File: config.mk
export PLATFORM = sky130hd
export DESIGN_NAME = alu_share_scheduler
export DESIGN_NICKNAME = d
export VERILOG_FILES = /design/src/rtl/alu_share_scheduler_pkg.sv /design/src/rtl/alu_share_scheduler_alu_op_decode.sv /design/src/rtl/alu_share_scheduler.sv
export SDC_FILE = /design/constraint.sdc
export NUM_CORES = 1
export LEC_CHECK = 0
export ABC_CLOCK_PERIOD_IN_PS = 2800
export CAP_MARGIN = 10
export CORE_MARGIN = 3
export CORE_UTILIZATION = 30
export CTS_CLUSTER_DIAMETER = 150
export DETAILED_ROUTE_END_ITERATION = 10
export PLACE_DENSITY = 0.77
export SLEW_MARGIN = 20
export SYNTH_ARGS = -nofsm -noshare
export SYNTH_HDL_FRONTEND = slang
export SYNTH_SLANG_ARGS = --single-unit
File: constraint.sdc
create_clock -name clk -period 2.8 [get_ports clk]
set_clock_uncertainty 0.15 [all_clocks]
set_input_delay 0.42 -clock clk [delete_from_list [all_inputs] [get_ports clk]]
set_output_delay 0.42 -clock clk [all_outputs]
set_load 0.02 [all_outputs]
File: src/rtl/alu_share_scheduler_pkg.sv
// Shared definitions for the ALU share scheduler: ALUOp / Operation / Funct7
// encodings, FSM state type, the request-encoding struct and a Funct3 mapping
// helper used by the decoder.
package alu_share_scheduler_pkg;

  localparam logic [1:0] ALUOP_I  = 2'b00;
  localparam logic [1:0] ALUOP_LS = 2'b01;
  localparam logic [1:0] ALUOP_R  = 2'b10;

  localparam logic [3:0] OP_AND = 4'b0000;
  localparam logic [3:0] OP_OR  = 4'b0001;
  localparam logic [3:0] OP_ADD = 4'b0010;
  localparam logic [3:0] OP_SUB = 4'b0110;
  localparam logic [3:0] OP_SLT = 4'b0111;
  localparam logic [3:0] OP_XOR = 4'b1100;

  localparam logic [6:0] FUNCT7_BASE = 7'b0000000;
  localparam logic [6:0] FUNCT7_ALT  = 7'b0100000;

  typedef enum logic {ST_RUN = 1'b0, ST_DRAIN = 1'b1} state_t;

  // Instruction encoding fields carried through the grant mux
  typedef struct packed {
    logic [1:0] aluop;
    logic [6:0] funct7;
    logic [2:0] funct3;
  } enc_t;

  typedef struct packed {
    logic       ok;
    logic [3:0] op;
  } dec_t;

  // Funct3 map shared by R-type (base Funct7) and I-type
  function automatic dec_t f3_map(input logic [2:0] f3);
    dec_t d;
    d.ok = 1'b1;
    d.op = OP_ADD;
    case (f3)
      3'b111:  d.op = OP_AND;
      3'b110:  d.op = OP_OR;
      3'b100:  d.op = OP_XOR;
      3'b010:  d.op = OP_SLT;
      3'b000:  d.op = OP_ADD;
      default: d.ok = 1'b0;
    endcase
    return d;
  endfunction

endpackage

File: src/rtl/alu_share_scheduler_alu_op_decode.sv
// alu_op_decode: combinational ALUOp/Funct7/Funct3 -> 4-bit Operation decode.
// Ports:
//   aluop, funct7, funct3 : instruction fields of the granted request
//   op                    : Operation code (ADD for any illegal encoding)
//   illegal               : encoding not supported
module alu_op_decode
  import alu_share_scheduler_pkg::*;
(
  input  logic [1:0] aluop,
  input  logic [6:0] funct7,
  input  logic [2:0] funct3,
  output logic [3:0] op,
  output logic       illegal
);

  dec_t f3d;
  assign f3d = f3_map(funct3);

  always_comb begin
    op      = OP_ADD;
    illegal = 1'b1;
    case (aluop)
      ALUOP_R: begin
        if (funct7 == FUNCT7_BASE && f3d.ok) begin
          op      = f3d.op;
          illegal = 1'b0;
        end else if (funct7 == FUNCT7_ALT && funct3 == 3'b000) begin
          op      = OP_SUB;
          illegal = 1'b0;
        end
      end
      ALUOP_I: begin
        // Funct7 is immediate bits here, so SUB cannot be expressed
        if (f3d.ok) begin
          op      = f3d.op;
          illegal = 1'b0;
        end
      end
      ALUOP_LS: begin
        if (funct3 == 3'b010) illegal = 1'b0;
      end
      default: ;
    endcase
  end

endmodule

File: src/rtl/alu_share_scheduler.sv
// alu_share_scheduler: shares one pipelined ALU between two requesters.
// Round-robin arbiter, op decode, issue register, tracking pipeline that
// routes each result back to its owner, per-requester flush, drain FSM.
// Ports:
//   clk, rst_n                  : clock, async active-low reset
//   rN_valid/ready              : request handshake (N=0,1)
//   rN_aluop/funct7/funct3      : instruction encoding
//   rN_a, rN_b                  : operands
//   rN_flush                    : kill every in-flight op owned by N
//   alu_valid/op/a/b            : registered issue to the ALU
//   alu_result                  : ALU result, ALU_LAT cycles after alu_valid
//   rsp_valid/data/err          : one-hot owner, result, illegal-encoding flag
//   drain_req / drain_done      : stop granting / nothing left in flight
module alu_share_scheduler
  import alu_share_scheduler_pkg::*;
#(
  parameter int W       = 32,
  parameter int ALU_LAT = 1
) (
  input  logic         clk,
  input  logic         rst_n,
  input  logic         r0_valid,
  output logic         r0_ready,
  input  logic [1:0]   r0_aluop,
  input  logic [6:0]   r0_funct7,
  input  logic [2:0]   r0_funct3,
  input  logic [W-1:0] r0_a,
  input  logic [W-1:0] r0_b,
  input  logic         r0_flush,
  input  logic         r1_valid,
  output logic         r1_ready,
  input  logic [1:0]   r1_aluop,
  input  logic [6:0]   r1_funct7,
  input  logic [2:0]   r1_funct3,
  input  logic [W-1:0] r1_a,
  input  logic [W-1:0] r1_b,
  input  logic         r1_flush,
  output logic         alu_valid,
  output logic [3:0]   alu_op,
  output logic [W-1:0] alu_a,
  output logic [W-1:0] alu_b,
  input  logic [W-1:0] alu_result,
  output logic [1:0]   rsp_valid,
  output logic [W-1:0] rsp_data,
  output logic         rsp_err,
  input  logic         drain_req,
  output logic         drain_done
);

  localparam int STAGES = ALU_LAT;
  localparam int CW     = $clog2(ALU_LAT + 3);

  logic [1:0] req_v, flush, gnt;
  logic       rr_ptr, rr_nxt, grant_en, sel, any_gnt, gnt_kill;
  state_t     state_q, state_d;

  assign req_v = {r1_valid, r0_valid};
  assign flush = {r1_flush, r0_flush};

  // Grants stop in the same cycle drain_req rises and resume in the same
  // cycle it falls; reset also masks them so ready reads 0 during reset.
  assign grant_en = rst_n & ~drain_req;

  always_comb begin
    gnt    = 2'b00;
    rr_nxt = rr_ptr;
    if (grant_en) begin
      case (req_v)
        2'b01: gnt = 2'b01;
        2'b10: gnt = 2'b10;
        2'b11: begin
          gnt    = rr_ptr ? 2'b10 : 2'b01;
          rr_nxt = ~rr_ptr;
        end
        default: ;
      endcase
    end
  end

  assign r0_ready = gnt[0];
  assign r1_ready = gnt[1];
  assign sel      = gnt[1];
  assign any_gnt  = |gnt;
  // A grant coinciding with its owner's flush is accepted but never issued
  assign gnt_kill = any_gnt & flush[sel];

  enc_t         enc;
  logic [W-1:0] mux_a, mux_b;
  logic [3:0]   dec_op;
  logic         dec_ill;

  assign enc   = sel ? {r1_aluop, r1_funct7, r1_funct3} : {r0_aluop, r0_funct7, r0_funct3};
  assign mux_a = sel ? r1_a : r0_a;
  assign mux_b = sel ? r1_b : r0_b;

  alu_op_decode u_dec (
    .aluop   (enc.aluop),
    .funct7  (enc.funct7),
    .funct3  (enc.funct3),
    .op      (dec_op),
    .illegal (dec_ill)
  );

  // Tracking pipeline: stage 0 is the issue register, stage STAGES lines up
  // with alu_result.
  logic [STAGES:0] vld_pipe, own_pipe, err_pipe, kill_vec;
  logic            tail_live;
  logic [CW-1:0]   inflight, inflight_nxt, nkill;

  always_comb begin
    kill_vec = '0;
    for (int i = 0; i <= STAGES; i++) kill_vec[i] = vld_pipe[i] & flush[own_pipe[i]];
  end

  assign alu_valid = vld_pipe[0];
  assign tail_live = vld_pipe[STAGES] & ~kill_vec[STAGES];

  always_comb begin
    nkill = CW'(gnt_kill);
    for (int i = 0; i <= STAGES; i++) nkill = nkill + CW'(kill_vec[i]);
    inflight_nxt = inflight + CW'(any_gnt) - CW'(|rsp_valid) - nkill;
  end

  always_ff @(posedge clk or negedge rst_n) begin
    if (!rst_n) begin
      rr_ptr    <= 1'b0;
      inflight  <= '0;
      vld_pipe  <= '0;
      own_pipe  <= '0;
      err_pipe  <= '0;
      alu_op    <= '0;
      alu_a     <= '0;
      alu_b     <= '0;
      rsp_valid <= 2'b00;
      rsp_data  <= '0;
      rsp_err   <= 1'b0;
    end else begin
      rr_ptr      <= rr_nxt;
      inflight    <= inflight_nxt;
      vld_pipe[0] <= any_gnt & ~gnt_kill;
      own_pipe[0] <= sel;
      err_pipe[0] <= dec_ill;
      for (int i = 1; i <= STAGES; i++) begin
        vld_pipe[i] <= vld_pipe[i-1] & ~kill_vec[i-1];
        own_pipe[i] <= own_pipe[i-1];
        err_pipe[i] <= err_pipe[i-1];
      end
      if (any_gnt) begin
        alu_op <= dec_op;
        alu_a  <= mux_a;
        alu_b  <= mux_b;
      end
      rsp_valid <= tail_live ? (own_pipe[STAGES] ? 2'b10 : 2'b01) : 2'b00;
      rsp_err   <= tail_live & err_pipe[STAGES];
      if (tail_live) rsp_data <= alu_result;
    end
  end

  always_ff @(posedge clk or negedge rst_n) begin
    if (!rst_n) state_q <= ST_RUN;
    else        state_q <= state_d;
  end

  always_comb begin
    state_d    = state_q;
    drain_done = 1'b0;
    case (state_q)
      ST_RUN:   if (drain_req) state_d = ST_DRAIN;
      ST_DRAIN: begin
        drain_done = (inflight == '0);
        if (!drain_req) state_d = ST_RUN;
      end
      default:  state_d = ST_RUN;
    endcase
  end

endmodule
==> impl_metrics.toml <==
[status]
status = "finished, final reports clean"

[pwr]
power_density_nw_per_um2 = 686.1
vdd.ir_drop.worst_uv = 407.0
total_leakage_power_nw = 3.808
power_mw = 6.212

[floorplan]
initial_utilization = 0.3076
fp-row-count = 47
chipWidth_um = 136.6
core-area_um2 = 16640
fp.dieArea_um2 = 18670
dieHeight_um = 136.6
num_io_pins = 298

[hold_path]
hold-path-endpoint = "state_q$_DFF_PN0_"
min_from = "drain_req"
hp-class = "in2reg"
timing.hold.worst_path_depth = 1

[placement]
io_buffers = 297
detailed_place.area_um2 = 8416
hpwlAfterDp_um = 12560
rd_place_congestion = 0.7935
pre_cts_ws_ps = -451.0

[detailed_routing]
via_per_inst = 4.606
vias = 4896
remaining_drc_errors = 0
firstDrtPassIters = 4
drt-total-wl_um = 16240
final_antenna_net_count = 0
drt-initial-drc-count = 203
routedWlPerCell_um = 15.28

[logic_synthesis]
synth_common_cells = "sky130_fd_sc_hd__nand2_1 (141), sky130_fd_sc_hd__dfrtp_1 (113), sky130_fd_sc_hd__nor2_1 (68)"
mapped_cells = 523
ys_seq_area_frac = 0.5524
yosys.cell_count.top_type = "sky130_fd_sc_hd__nand2_1"
synthFlopType = "sky130_fd_sc_hd__dfrtp_1"
synth.lib_cells_used.distinct = 42
yosys_warnings = 0
synth-edff-count = 0
syn_avg_cell_area_um2 = 9.787
syn_nets = 717
synth_area_um2 = 5119
flops_latches_synth = 113
synth_area_leader_cell = "sky130_fd_sc_hd__dfrtp_1"
asyncSetResetFlopFracSynth = 1.000
synthDominantCellAreaShare = 0.5524
synthTopCellsByArea = "sky130_fd_sc_hd__dfrtp_1 (55%), sky130_fd_sc_hd__nand2_1 (10%), sky130_fd_sc_hd__a31oi_1 (7.9%), sky130_fd_sc_hd__mux2_2 (7.9%), sky130_fd_sc_hd__nor2_1 (5.0%)"

[sta]
rsz_0062_raised_after_global_routing = "no"
period_needed_ps = 2691
finalSetupViolations = 0
holdWs_ps = 193.5
fmax_ghz = 0.3716
worst_max_slew_pin_slew_ps = 833.5
report.final.slew_viol_count = 0
finalCritPeriodShare = 0.9610
setup_ws_ps = 109.2
final-hold-violation-count = 0
relative_slew_margins = 0.4443

[global_route]
maximum_number_of_pins_on_one_net_before_global_route_repair = 69
global_route_total_usage_across_every_layer = 0.1679
overflow = 0
first_global_vias = 4825
initial_antenna_violation_count = 0
grt_pass1_wl_um = 24370

[clocking]
clk_transition_reported_paths_ps = 50
total_cts_buffers = 17
cts-root-to-sink-buffers = 2
cts_root_cell = "sky130_fd_sc_hd__clkbuf_16"
cts_max_level = 4
tritoncts = "done"
worstSkewPairLatency_ps = 400
clock_sink_count = 113

[critical_path]
reg2regPathDepth = 11
r2r_slack_ps = 130
cp_cell_instances = "clkdlybuf4s50_1 -> nand3_4 -> mux2i_1 -> nand2b_1 -> fa_1 -> inv_1 -> fa_1 -> inv_1 -> ha_2 -> xnor2_2 -> xnor2_1"
endpoint_arrival_time_on_the_critical_path_ps = 2820
worstPathRequired_ps = 2930
critical_path_peak_fanout = 2
delay_of_the_slowest_cell_on_the_worst_path_ps = 520
worstSetupPathType = "in2reg"
r2r-end = "inflight[1]$_DFF_PN0_"
end_kind = "flip-flop"
cpMaxStageDelayCell = "sky130_fd_sc_hd__clkdlybuf4s50_1"
worst_setup_path_start_kind = "input port"
r2r_start = "rr_ptr$_DFFE_PN0P_"

[finish]
finalInstanceArea_um2 = 9054
final.fill_count = 1519
design.final.nets = 1024
antenna_cells_inserted = 0
layout.core_utilization = 0.5440
flow.area_growth_from_synthesis_pct = 76.88
layout-drive-gt1-share = 0.1234

[job]
max_cap_violations = 0
[critical path, delay by kind of cell]
family / cells / cell delay (ps)
muxes: 1 / 130
adders and majority gates: 3 / 1150
xor gates and xnor gates: 2 / 260
buffers and inverters: 3 / 610
and+or+nand+nor: 2 / 250
[final cells by class]
type                       count  area (um2)  share of cell area
timing repair buffer         321        3167              0.3498
sequential                   113        2828              0.3123
multi-input combinational    370        2150              0.2374
clock buffer                  23       478.0             0.05279
tap                          220       275.3             0.03040
clock inverter                 9       128.9             0.01423
inverter                       7       27.53            0.003040
[state kept, by name, indices dropped and copies added, names as in the netlist]
signal	cells
inflight	2
rsp_data	32
rsp_err	1
alu_b	32
vld_pipe	2
state_q	1
err_pipe	2
rr_ptr	1
alu_a	32
alu_op	4
own_pipe	2
rsp_valid	2
[where the power goes]
part           internal, mW  leakage (nW)  total (mW)  switching [mW]
clock                  1.47         0.294        2.21           0.741
sequential             1.95          1.31        2.12           0.173
combinational          1.02          2.20        1.88           0.860
[what timing repair did]
item                       4_1_cts  5_1_grt
buffers inserted                 0        1
hold buffers                     1        0
setup endpoints to repair        1        1
gates resized for setup          2        2
pin swaps                        0        0
hold endpoints to repair        15        0
[cell families after synthesis]
kind of cell / share of synthesized area
adder cells (fa/ha/maj): 0.01027
multiplexers: 0.09484
flip-flops: 0.5524
XOR/XNOR: 0.01027
AO/OA/AOI/OAI: 0.1046
buffers and inverters: 0.03202
AND/OR/NAND/NOR: 0.1956
[worst max path at each step]
stage                        from               endpoint  slack (ps)  depth (start not counted)
2_1_floorplan               rst_n  inflight[1]$_DFF_PN0_         -50                         12
3_3_place_gp            drain_req  inflight[1]$_DFF_PN0_        -380                         12
3_5_place_dp            drain_req  inflight[1]$_DFF_PN0_        -450                         12
4_1_cts        rr_ptr$_DFFE_PN0P_  inflight[1]$_DFF_PN0_          90                         11
5_1_grt        rr_ptr$_DFFE_PN0P_  inflight[1]$_DFF_PN0_          20                         11
6_report                 r1_valid  inflight[1]$_DFF_PN0_         110                         11
[per-stage QoR]
stage | std cells | TNS (ps)
floorplan | 523 | -47.02
global placement | 1029 | -574.8
detailed placement | 1029 | -693.1
CTS | 1062 | 0
global route | 1063 | 0
finish | 1063 | 0
[metal layers]
| metal | part of all wire | global-route usage |
|---|---|---|
| met5 | 0 | 0 |
| met4 | 0.022 | 0.05823 |
| met3 | 0.10 | 0.06912 |
| met2 | 0.50 | 0.2944 |
| met1 | 0.38 | 0.1825 |
[cells in the final DEF, fill, tap and decap left out, types with 6 or more instances in the layout]
cell                                n
sky130_fd_sc_hd__nand2_1          141
sky130_fd_sc_hd__buf_4             23
sky130_fd_sc_hd__nor2_1            68
sky130_fd_sc_hd__clkbuf_16         17
sky130_fd_sc_hd__dfrtp_1          113
sky130_fd_sc_hd__a31oi_1           65
sky130_fd_sc_hd__mux2i_1            8
sky130_fd_sc_hd__mux2_2            36
sky130_fd_sc_hd__clkdlybuf4s50_1  294
sky130_fd_sc_hd__inv_1              6
No activity file was read; power rests on OpenSTA's default activity.
